<file path="src/rtl/pwm_multi_ch.sv">
// Multi-channel PWM generator: shared prescaler/step counter, double-buffered duties.
// Optional soft ramping of active duties enabled by defining PWM_MULTI_CH_SOFT_RAMP_EN.
module pwm_multi_ch #(
  parameter int SYS_CLK_FREQ = 100_000_000,
  parameter int PWM_FREQ     = 10_000,
  parameter int DUTY_STEPS   = 128,
  parameter int NUM_CH       = 4,
  parameter int RAMP_STEP    = 1,
  localparam int DUTY_W      = $clog2(DUTY_STEPS + 1),
  localparam int CH_W        = (NUM_CH > 1) ? $clog2(NUM_CH) : 1
) (
  input  logic              clk,
  input  logic              reset_n,
  input  logic              wr_en,
  input  logic [CH_W-1:0]   wr_ch,
  input  logic [DUTY_W-1:0] wr_duty,
  input  logic [NUM_CH-1:0] ch_en,
  output logic [NUM_CH-1:0] pwm_out,
  output logic              period_tick,
  output logic              update_pending
);

  localparam int PRESC_RAW = SYS_CLK_FREQ / (PWM_FREQ * DUTY_STEPS);
  localparam int PRESC     = (PRESC_RAW < 1) ? 1 : PRESC_RAW;
  localparam int PRESC_W   = (PRESC > 1) ? $clog2(PRESC) : 1;
  localparam int STEP_W    = $clog2(DUTY_STEPS);

  // A ramp step of at least DUTY_STEPS always lands on the shadow value: a direct copy.
`ifdef PWM_MULTI_CH_SOFT_RAMP_EN
  localparam int RAMP_EFF  = RAMP_STEP;
`else
  localparam int RAMP_EFF  = (RAMP_STEP > DUTY_STEPS) ? RAMP_STEP : DUTY_STEPS;
`endif

  logic [PRESC_W-1:0] r_presc;
  logic [STEP_W-1:0]  r_step_cnt;
  logic [DUTY_W-1:0]  r_shadow [NUM_CH];
  logic [DUTY_W-1:0]  r_active [NUM_CH];
  logic [DUTY_W-1:0]  w_active_nxt [NUM_CH];
  logic [DUTY_W-1:0]  w_wr_duty_clamped;
  logic               w_step_tick;
  logic               w_boundary;
  logic               w_wr_valid;
  logic               w_all_match;

  assign w_step_tick       = (r_presc == PRESC_W'(PRESC - 1));
  assign w_boundary        = w_step_tick && (r_step_cnt == STEP_W'(DUTY_STEPS - 1));
  assign w_wr_valid        = wr_en && (int'(wr_ch) < NUM_CH);
  assign w_wr_duty_clamped = (int'(wr_duty) > DUTY_STEPS) ? DUTY_W'(DUTY_STEPS) : wr_duty;

  // NOTE: every variable written in always_comb gets a default first, so no latch is inferred.
  always_comb begin
    w_all_match = 1'b1;
    for (int i = 0; i < NUM_CH; i++) begin
      w_active_nxt[i] = r_shadow[i];
      if (int'(r_shadow[i]) > int'(r_active[i]) + RAMP_EFF)
        w_active_nxt[i] = r_active[i] + DUTY_W'(RAMP_EFF);
      else if (int'(r_shadow[i]) + RAMP_EFF < int'(r_active[i]))
        w_active_nxt[i] = r_active[i] - DUTY_W'(RAMP_EFF);
      w_all_match = w_all_match && (w_active_nxt[i] == r_shadow[i]);
    end
  end

  // NOTE: sequential state uses non-blocking assignments so all registers sample pre-edge values.
  always_ff @(posedge clk or negedge reset_n) begin
    if (!reset_n) begin
      r_presc     <= '0;
      r_step_cnt  <= '0;
      period_tick <= 1'b0;
    end else begin
      period_tick <= w_boundary;
      if (w_step_tick) begin
        r_presc    <= '0;
        r_step_cnt <= (r_step_cnt == STEP_W'(DUTY_STEPS - 1)) ? '0 : r_step_cnt + 1'b1;
      end else begin
        r_presc    <= r_presc + 1'b1;
      end
    end
  end

  // NOTE: the duty arrays are small register files, reset explicitly so duties start at 0.
  always_ff @(posedge clk or negedge reset_n) begin
    if (!reset_n) begin
      for (int i = 0; i < NUM_CH; i++) begin
        r_shadow[i] <= '0;
        r_active[i] <= '0;
      end
      update_pending <= 1'b0;
    end else begin
      // The transfer reads the pre-write shadow; a same-edge write waits for the next boundary.
      if (w_boundary) begin
        for (int i = 0; i < NUM_CH; i++) r_active[i] <= w_active_nxt[i];
        if (w_all_match) update_pending <= 1'b0;
      end
      if (w_wr_valid) begin
        r_shadow[wr_ch] <= w_wr_duty_clamped;
        update_pending  <= 1'b1;
      end
    end
  end

  always_ff @(posedge clk or negedge reset_n) begin
    if (!reset_n) begin
      pwm_out <= '0;
    end else begin
      for (int i = 0; i < NUM_CH; i++)
        pwm_out[i] <= ch_en[i] && (DUTY_W'(r_step_cnt) < r_active[i]);
    end
  end

endmodule

</file>
<file path="config.mk">
export PLATFORM = sky130hd
export DESIGN_NAME = pwm_multi_ch
export DESIGN_NICKNAME = d
export VERILOG_FILES = /design/src/rtl/pwm_multi_ch.sv
export SDC_FILE = /design/constraint.sdc
export NUM_CORES = 1
export LEC_CHECK = 0
export ABC_CLOCK_PERIOD_IN_PS = 5400
export BUFFER_PORTS_ARGS = -buffer_cell sky130_fd_sc_hd__buf_2
export CAP_MARGIN = 5
export CORE_MARGIN = 2
export CORE_UTILIZATION = 65
export DETAILED_ROUTE_END_ITERATION = 10
export PLACE_DENSITY = 0.92
export SYNTH_ARGS = -nofsm -noshare
export SYNTH_HDL_FRONTEND = slang
export SYNTH_SLANG_ARGS = --single-unit
</file>
<file path="constraint.sdc">
create_clock -name clk -period 5.4 [get_ports clk]
set_input_delay 0.81 -clock clk [delete_from_list [all_inputs] [get_ports clk]]
set_output_delay 0.81 -clock clk [all_outputs]
set_load 0.03 [all_outputs]
</file>
==> Yosys cells after proc, flatten, opt, wreduce, memory -nomap -nowiden <==
Cells that the tools add are included.
{ "totals": {"elab_cells": 82, "register_bits": 84, "inputBits": 17, "output_inout_bits": 6} }
{ "op_classes": {"bitwise_logic": 1, "mux": 17, "magnitude_cmp": 15, "addsub": 18, "n_eq_ne": 6, "n_reduce_logical": 12} }
{ "op_table": {"columns": ["operator", "count"], "rows": [
  ["8-bit 2-to-1 mux", 10],
  ["8-bit by 8-bit adder with 9-bit output, second input constant", 8],
  ["8-bit by 9-bit greater-than comparator with 1-bit output", 4],
  ["9-bit by 8-bit < comparator with 1-bit output", 4],
  ["8-bit adder, second input constant", 4],
  ["32-bit bitwise mux", 1],
  ["8-bit == test", 4],
  ["7-bit by 8-bit < comparator with 1-bit output", 4],
  ["8-bit subtractor, second input constant", 4],
  ["8-bit demux with 2-bit select", 1],
  ["7-bit by 1-bit adder with 7-bit output, second input constant", 2],
  ["7-bit == test, second input constant", 2],
  ["7-bit 2-to-1 mux", 2],
  ["1-bit logical AND", 9],
  ["8-bit greater-than comparator, second input constant", 1],
  ["2-bit nonzero test", 2],
  ["3-bit greater-or-equal comparator, second input constant", 1],
  ["3-bit by 1-bit < comparator with 1-bit output, second input constant", 1],
  ["1-bit 2-to-1 mux", 3],
  ["2-bit NOT with 3-bit output", 1],
  ["2-bit AND reduction", 1]
]} }

==> Depth between registers and ports, before layout <==
Gate-level depths: netlist (run 1).
{ "logic_depth": {"word_depth": 11, "ltp_mapped": 10} }

==> Worst setup path before layout (run 1) <==
OpenSTA, ideal clock, no wires.
{ "synth_path": {"path_kind": "reg-to-reg", "from": "reg r_active[4] (netlist name)", "to": "reg r_active[0] (netlist name)", "path_buffers": 0, "period_less_slack_ns": 2.241, "stages_incl_launch_ff": 9, "arrival_ns": 2.116, "slack_ns": 3.159, "path_cell_list": "dfrtp_1 > inv_1 > ha_1 > nand4_1 > or4b_1 > o21ai_1 > o211ai_2 > nor2_4 > mux2_2"} }
{ "synth_via": {"elab_chain_len": 3} }
{ "synth_lines": {"columns": ["element", "line_no", "rtl"], "rows": [
  ["start, declared", "38", "logic [DUTY_W-1:0] r_active [NUM_CH];"],
  ["start signal, assigned by index", "86", "r_active[i] <= '0;"],
  ["8-bit by 8-bit adder with 9-bit output / 9-bit by 8-bit < comparator with 1-bit output (equally long branches)", "56, 58", null],
  ["8-bit by 9-bit greater-than comparator with 1-bit output / 8-bit 2-to-1 mux (equally long branches)", "56, 58", null],
  ["8-bit 2-to-1 mux *", "56", "if (int'(r_shadow[i]) > int'(r_active[i]) + RAMP_EFF)"]
]} }
Every way passes the cells marked *; elsewhere a longest branch is shown, timed or not.
A chain may end at the register's enable or synchronous reset.

==> Final worst setup path (run 1) <==
{ "layout_path": {"from": "reg r_shadow[12] (netlist name)", "to": "reg r_active[8] (netlist name)"} }
{ "layout_via": {"elab_chain_len": 4} }
{ "layout_lines": {"columns": ["element", "line_no", "rtl"], "rows": [
  ["start, declared", "37", "logic [DUTY_W-1:0] r_shadow [NUM_CH];"],
  ["start signal, assigned by index", "96", "r_shadow[wr_ch] <= w_wr_duty_clamped;"],
  ["8-bit by 8-bit adder with 9-bit output", "58", "else if (int'(r_shadow[i]) + RAMP_EFF < int'(r_active[i]))"],
  ["9-bit by 8-bit < comparator with 1-bit output", "58", null],
  ["8-bit 2-to-1 mux", "58", null],
  ["8-bit 2-to-1 mux *", "56", null]
]} }
Marked as above.

==> results of run 1 <==
## path summary, 6_finish.rpt
path | cells past startpoint | end | start
worst max-delay path | 7 | r_active[8] | r_shadow[12]
max in group asynchronous | 1 | r_shadow[27] | reset_n
min in group asynchronous | 1 | pwm_out[2] | reset_n
worst max register to register | 7 | r_active[8] | r_shadow[12]
worst min-delay path | 1 | r_presc[0] | r_presc[0]
worst min register to register | 1 | r_presc[0] | r_presc[0]
## cell families (layout without fill, tap and decap cells)
logic type	Yosys count	count (layout)	share of synthesized area
fa+ha+maj	70	70	0.167
simple gates	141	141	0.141
compound gates	105	105	0.120
mux	32	32	0.0679
flops	84	84	0.400
buf+inv	54	84	0.0391
xor+xnor	39	39	0.0650
## metrics by stage
stage / hold slack (ns) / cell area [um2] / setup slack, ns / instances / util
after floorplan: 0.460 / 5250 / 3.16 / 525 / -
after global placement: 0.488 / 5460 / 2.70 / 641 / 0.703
after detailed placement: 0.499 / 5460 / 2.64 / 641 / 0.703
after CTS: 0.511 / 5690 / 2.63 / 657 / 0.733
after global routing: 0.527 / 5690 / 2.39 / 657 / 0.733
final: 0.508 / 5690 / 2.57 / 657 / 0.733
## sequential cells by signal, indices dropped and copies added (netlist names)
register and count:
period_tick 1, r_presc 7, pwm_out 4, r_step_cnt 7, update_pending 1, r_shadow 32
r_active 32
## cell usage in the layout (no fill, tap or decap), drive strengths merged, types with 8 or more instances in the layout
cell type	instances
a21o	12
a21oi	14
buf	22
clkbuf	10
dfrtp	84
ha	70
inv	47
mux2	29
nand2	52
nand2b	12
nand3	9
nand4	11
nor2	26
o211ai	8
o21ai	55
xnor2	27
xor2	12
## worst register-to-register path, stage by stage (launching register included)
cell,delay [ns]
dfrtp_1,0.43
ha_1,0.34
a211oi_1,0.25
o211ai_1,0.12
o22ai_1,0.18
mux2_2,0.39
nor2_1,0.61
mux2_2,0.41
## power by group through the flow
stage	logic [mW]	clock network [mW]	registers, mW
after floorplan	0.183	0	0.706
after global placement	0.234	0	0.715
after detailed placement	0.247	0	0.717
after CTS	0.258	0.526	0.705
after global routing	0.293	0.556	0.711
final	0.260	0.521	0.706
## cell type report
class / count / area share
clock buffer: 10 / 0.0242
clock inverter: 6 / 0.0165
inverter: 46 / 0.0305
multi-input combinational: 387 / 0.517
timing repair buffer: 22 / 0.0198
sequential: 84 / 0.369
tap: 102 / 0.0224
## routing by layer
layer / track usage / vias up
li1: - / 1883
met1: 0.387 / 1965
met2: 0.501 / 114
met3: 0.0530 / 33
met4: 0.107 / 0
met5: 0 / -
==> summary.txt, run 1 <==
Final layout
  – Fill cell count: 533
  – Register area: ~0.0021 mm2
  – Layout cells sized above 1: 0.141
  – Final-stage net count: 637
  – Diodes inserted: 0
  – Synth-to-Final Area Change: 8.38%
  – Multi-input gate area: roughly 0.003 mm2

Clock network
  – Max clock buf depth: 2
  – CTS buffer count: 9
  – Clk sinks: 84
  – Post-CTS Setup Repair Bufs: 0
  – Post-CTS Hold Buffers: 0
  – Clock Latency Late Sink: roughly 0.36 ns
  – CTS root buffer: clkbuf_8
  – Clock-pin slew on the worst setup and hold paths: 0.09 ns
  – Post_cts resized: 0
  – H-tree levels: 3
  – CTS tree: yes

Power
  – Power Internal: 1.05 mW
  – Seq pwr share: 0.475
  – Switching fraction of total power: 0.295
  – P_leak: ~2.7 nW
  – Comb power frac: 0.175
  – Pwr dens: 261 mW/mm2
  – Clk pwr share: 0.351
  – Worst ir drop on vdd: between 0.00015 and 0.0002 V
  – Sw power: about 0.44 mW
  – Overall power: around 1.5 mW

Floorplanning
  – Core area: 0.00777 mm2
  – Die W: between 90 and 100 um
  – Die Ht: 93.9 um
  – FP Rows: 32
  – # IOs: 23
  – Die ar.: 0.00882 mm2
  – Initial Util: 0.676

Critical path
  – Critical path arrival: between 3 and 4 ns
  – Startpoint Class: flip-flop
  – WP buf/inv: 0
  – Critical path's most frequent cell: mux2_2
  – Flop2flop setup slack: approximately 2.6 ns
  – Worst-path maximum fanout: 13
  – Slowest stage cell on the critical path: nor2_1
  – Crit path largest cell delay: approximately 0.60 ns
  – Crit Path Category: flip-flop to flip-flop
  – Worst path cell trace: ha_1 -> a211oi_1 -> o211ai_1 -> o22ai_1 -> mux2_2 -> nor2_1 -> mux2_2
  – Critical path's top delay family: multiplexers
  – CP endpoint kind: flip-flop
  – Worst Path Required: about 5.7 ns

Drt
  – Via count: between 3000 and 4000
  – DRC violation count after routing: 0
  – DR iter-0 viols: between 150 and 200
  – DR vias/cell: 6.08
  – 1st-pass router iterations: 5
  – Total Routed Length: 11.8 mm
  – Top sig layer: met4
  – Wirelength per Cell: 18.0 um
  – Met1 WL: between 5 and 6 mm
  – Antenna-violating nets left: 0
  – Routed met2 length: roughly 5.7 mm
  – WL met3: between 500 and 600 um

Placement
  – Port-buffer cells: 22
  – Detailed Place HPWL: just over 8 mm
  – GP Congestion: around 0.9

STA
  – Final setup vio count: 0
  – Max Freq: 0.353 GHz
  – RSZ-0062 raised after global routing: no
  – Period utilization: 0.525
  – Max transition margin: 0.292
  – Worst Skew: 0.0128 ns
  – Fin. Hold Viols: 0
  – Measured slew at the worst slew-check pin: approximately 1.1 ns
  – Final Max Slew Viols: 0
  – Setup TNS Final: 0 ns
  – Tmin final: 2.83 ns

Synthesis
  – Synth top area cells: dfrtp_1 (40%), ha_1 (17%), mux2_2 (6.2%)
  – Asr flop ratio synth: 1.00
  – Synth cell types: just under 50
  – Synth top area share: 0.400
  – Sequential area share after synthesis: 0.400
  – #FFs+latches synth: 84
  – Synth Warn #: 0
  – Dominant synthesized flop cell: dfrtp_1
  – List of most frequent post-synthesis cells: dfrtp_1 (84), ha_1 (70), o21ai_0 (52)
  – Post-Syn Area per Cell: between 10 and 15 um2
  – Synthesized Nets: a little over 600
  – Synthesized cell area: roughly 0.0053 mm2
  – Yosys top cell by area: dfrtp_1
  – Post-synth EDFFs: 0
  – Most frequent cell after synthesis: dfrtp_1
  – Cells after Synth: approximately 530

GRT
  – Initial antenna violation count: 0
  – Vias in the first global route: approximately 4100
  – GRT Resource Usage Total: 0.298
  – Largest net degree at the start of global routing: 85
  – First-pass GRT wire length: 20.1 mm
  – Grt ovf: 0

Run status
  – Status: complete, no violations

Run
  – Max Cap Violations: 0

Min path
  – HP Class: flip-flop to flip-flop
Note: power is estimated with default switching activity, not from simulation.
==> run 2: changes to the inputs <==
==> config.mk (replaced) <==
export PLATFORM = sky130hd
export DESIGN_NAME = pwm_multi_ch
export DESIGN_NICKNAME = d
export VERILOG_FILES = /design/src/rtl/pwm_multi_ch.sv
export SDC_FILE = /design/constraint.sdc
export NUM_CORES = 1
export LEC_CHECK = 0
export ABC_AREA = 1
export ABC_CLOCK_PERIOD_IN_PS = 2900
export BUFFER_PORTS_ARGS = -buffer_cell sky130_fd_sc_hd__buf_2
export CAP_MARGIN = 5
export CORE_MARGIN = 2
export CORE_UTILIZATION = 63
export DETAILED_ROUTE_END_ITERATION = 10
export PLACE_DENSITY = 0.9
export SYNTH_ARGS = -nofsm -noshare
export SYNTH_HDL_FRONTEND = slang
export SYNTH_SLANG_ARGS = --single-unit
==> constraint.sdc (replaced) <==
create_clock -name clk -period 2.9 [get_ports clk]
set_input_delay 0.435 -clock clk [delete_from_list [all_inputs] [get_ports clk]]
set_output_delay 0.435 -clock clk [all_outputs]
set_load 0.03 [all_outputs]
==> run 2 against run 1 <==
Against the previous run: sequential cell count did not move; via count rose by 33%; final cell count rose by 36%; largest power group unchanged; wire length rose by 23%; clock power rose by 75%; sequential share of layout area fell by 3.3 points; clock skew rose by 0.0030 ns; hold slack got worse by 0.27 ns; die area rose by 14%; register-to-register slack got worse by 2.3 ns.
==> summary.txt, run 2 <==
Run status
  – Status: complete, no violations (unchanged)

Drt
  – Total Routed Length: 14.6 mm (was 11.8 mm)
  – Via count: 5332 (was 3995)
  – Antenna-violating nets left: 0 (unchanged)
  – DR vias/cell: 5.98 (was 6.08)
  – Wirelength per Cell: 16.3 um (was 18.0 um)
  – DR iter-0 viols: 390 (was 199)
  – DRC violation count after routing: 0 (unchanged)
  – 1st-pass router iterations: 5 (unchanged)

STA
  – PnR worst setup slack: 0.311 ns (was 2.57 ns)
  – Fin. Hold Viols: 0 (unchanged)
  – Measured slew at the worst slew-check pin: 1.09 ns (was 1.06 ns)
  – Max Freq: 0.386 GHz (was 0.353 GHz)
  – Setup TNS Final: 0 ns (unchanged)
  – Worst Skew: 0.0159 ns (was 0.0128 ns)
  – Final Max Slew Viols: 0 (unchanged)
  – RSZ-0062 raised after global routing: no (unchanged)
  – Max transition margin: 0.273 (was 0.292)
  – Period utilization: 0.893 (was 0.525)
  – Final setup vio count: 0 (unchanged)
  – Tmin final: 2.59 ns (was 2.83 ns)
  – Hold slack final: 0.243 ns (was 0.508 ns)

GRT
  – Grt ovf: 0 (unchanged)
  – Vias in the first global route: 4970 (was 4139)
  – Initial antenna violation count: 0 (unchanged)
  – GRT Resource Usage Total: 0.303 (was 0.298)
  – First-pass GRT wire length: 24.0 mm (was 20.1 mm)
  – Largest net degree at the start of global routing: 85 (unchanged)

Critical path
  – Worst Path Required: 3.17 ns (was 5.65 ns)
  – Worst R2R Path Depth: 16 (was 7)
  – Critical path arrival: 2.86 ns (was 3.08 ns)
  – Worst reg2reg endpoint: update_pending (was r_active[8])
  – Flop2flop setup slack: 0.31 ns (was 2.57 ns)
  – Startpoint Class: flip-flop (unchanged)
  – CP endpoint kind: flip-flop (unchanged)
  – RR Startpoint: r_active[29] (was r_shadow[12])
  – Worst-path maximum fanout: 32 (was 13)
  – Crit Path Category: flip-flop to flip-flop (unchanged)

Synthesis
  – Synthesized cell area: 0.00586 mm2 (was 0.00525 mm2)
  – Post-synth EDFFs: 0 (unchanged)
  – Synth top area share: 0.359 (was 0.400)
  – Yosys top cell by area: dfrtp_1 (unchanged)
  – Synth Warn #: 0 (unchanged)
  – #FFs+latches synth: 84 (unchanged)
  – Cells after Synth: 756 (was 525)
  – Sequential area share after synthesis: 0.359 (was 0.400)
  – Synth top area cells: dfrtp_1 (36%), ha_1 (15%), nand2_1 (10%) (was dfrtp_1 (40%), ha_1 (17%), mux2_2 (6.2%))
  – Synthesized Nets: 843 (was 612)
  – List of most frequent post-synthesis cells: nand2_1 (156), inv_1 (110), dfrtp_1 (84) (was dfrtp_1 (84), ha_1 (70), o21ai_0 (52))
  – Synth cell types: 34 (was 49)
  – Post-Syn Area per Cell: 7.75 um2 (was 10.0 um2)
  – Dominant synthesized flop cell: dfrtp_1 (unchanged)
  – Most frequent cell after synthesis: nand2_1 (was dfrtp_1)
  – Asr flop ratio synth: 1.00 (unchanged)

Min path
  – HP Class: input port to asynchronous set/reset pin (was flip-flop to flip-flop)

Final layout
  – Final Util: 0.686 (was 0.733)
  – Most frequent cells in the layout: nand2_1 (156), inv_1 (110), dfrtp_1 (84) (was dfrtp_1 (84), ha_1 (70), o21ai_0 (52))
  – Leading cell type in the layout, fill and taps excluded: nand2_1 (was dfrtp_1)
  – Layout cells sized above 1: 0.0755 (was 0.141)
  – Fill cell count: 706 (was 533)
  – Regs by FF count: r_active: 32 flops, r_shadow: 32 flops (unchanged)
  – Final non-filler cell total: 892 (was 657)
  – Synth-to-Final Area Change: 6.73% (was 8.38%)
  – Diodes inserted: 0 (unchanged)
  – Final-stage net count: 863 (was 637)

Floorplanning
  – Die ar.: 0.0101 mm2 (was 0.00882 mm2)
  – Die W: 100 um (was 93.9 um)
  – Core area: 0.00911 mm2 (was 0.00777 mm2)
  – Die Ht: 100 um (was 93.9 um)
  – FP Rows: 35 (was 32)
  – Initial Util: 0.643 (was 0.676)
  – # IOs: 23 (unchanged)

Power
  – Switching fraction of total power: 0.367 (was 0.295)
  – Sw power: 1.15 mW (was 0.438 mW)
  – Seq pwr share: 0.422 (was 0.475)
  – Worst ir drop on vdd: 0.000289 V (was 0.000161 V)
  – Clk pwr share: 0.293 (was 0.351)
  – P_leak: 3.13 nW (was 2.73 nW)
  – Power Internal: 1.98 mW (was 1.05 mW)
  – Comb power frac: 0.285 (was 0.175)
  – Pwr dens: 499 mW/mm2 (was 261 mW/mm2)

Clock network
  – Clk sinks: 84 (unchanged)
  – CTS buffer count: 9 (unchanged)
  – H-tree levels: 3 (unchanged)
  – CTS root buffer: clkbuf_8 (unchanged)
  – Clock Latency Late Sink: 0.37 ns (was 0.36 ns)
  – Post-CTS Hold Buffers: 0 (unchanged)
  – CTS tree: yes (unchanged)
  – Post_cts resized: 0 (unchanged)
  – Max clock buf depth: 2 (unchanged)
  – Clock-pin slew on the worst setup and hold paths: 0.10 ns (was 0.09 ns)
  – Post-CTS Setup Repair Bufs: 0 (unchanged)

Placement
  – Pre-CTS setup slack: 0.347 ns (was 2.64 ns)
  – GP Congestion: 0.955 (was 0.899)
  – Detailed Place HPWL: 10.4 mm (was 8.11 mm)
  – Placed cells: 876 (was 641)
  – Port-buffer cells: 22 (unchanged)

Run
  – Max Cap Violations: 0 (unchanged)
## run 2: cell count changes after synthesis, sizes merged, moves of 12 or more
cell,before,now
o211ai,8,32
mux2,29,0
a21o,12,0
inv,45,114
nor2,26,56
nand2,52,159
nand2b,12,0
a21oi,14,27
buf,1,16
nand3,9,76
xnor2,27,4
## run 2: final cells by class
type / count / area, um2 / share of cell area
Clock inverter: 4 / 55.1 / 0.00881
Sequential cell: 84 / 2100 / 0.336
Clock buffer: 12 / 165 / 0.0264
Inverter: 114 / 428 / 0.0684
Timing Repair Buffer: 28 / 158 / 0.0252
Multi-Input combinational cell: 539 / 3210 / 0.513
Tap cell: 111 / 139 / 0.0222
## run 2: how the worst max path moves through the flow
stage | start | end | slack, ns | cells after the start
3_3_place_gp | r_active[14] | update_pending | 0.48 | 16
2_1_floorplan | r_active[4] | update_pending | 0.94 | 19
4_1_cts | r_active[12] | update_pending | 0.35 | 18
5_1_grt | r_active[12] | update_pending | 0.009 | 18
6_report | r_active[29] | update_pending | 0.31 | 16
3_5_place_dp | r_active[12] | update_pending | 0.35 | 18
## run 2: kinds of logic after synthesis
| kind of cell | Yosys count | share of synthesized area |
|---|---|---|
| adders and majority gates | 70 | 0.150 |
| and+or+nand+nor | 322 | 0.244 |
| AOI/OAI and AO/OA | 141 | 0.145 |
| DFF | 84 | 0.359 |
| xor gates and xnor gates | 6 | 0.00897 |
| buffers and inverters | 133 | 0.0940 |
## run 2: per-layer routing
| layer | part of all wire | GRT usage | vias to the layer above |
|---|---|---|---|
| li1 | - | - | 2558 |
| met2 | 0.47 | 0.474 | 218 |
| met5 | 0 | 0 | - |
| met3 | 0.068 | 0.0467 | 50 |
| met4 | 0.041 | 0.142 | 0 |
| met1 | 0.42 | 0.415 | 2506 |
## run 2: worst max-delay path, stage by stage (launching register included)
cell and delay, ns:
dfrtp_1 0.40, inv_1 0.17, ha_1 0.27, nand2_1 0.12, nor2_1 0.08, nand3_1 0.10
nand3_1 0.10, nand2_1 0.08, nand2_2 0.32, nand3_1 0.24, nand3_1 0.09, nor2_1 0.10
nand3_1 0.09, nor2_1 0.12, nand4_1 0.09, nand2_1 0.07, nand2_1 0.04
## run 2: metrics by stage
stage	area, um2	total power [mW]
final	6250	3.12
after global routing	6250	3.31
after CTS	6250	3.12
after detailed placement	6030	2.20
after global placement	6030	2.15
after floorplan	5860	2.05
## run 2: power groups by stage
stage	registers (mW)	logic [mW]	clock network [mW]
floorplan	1.31	0.741	0
global placement	1.33	0.820	0
detailed placement	1.34	0.865	0
CTS	1.32	0.873	0.929
global route	1.33	1.01	0.966
finish	1.32	0.889	0.914
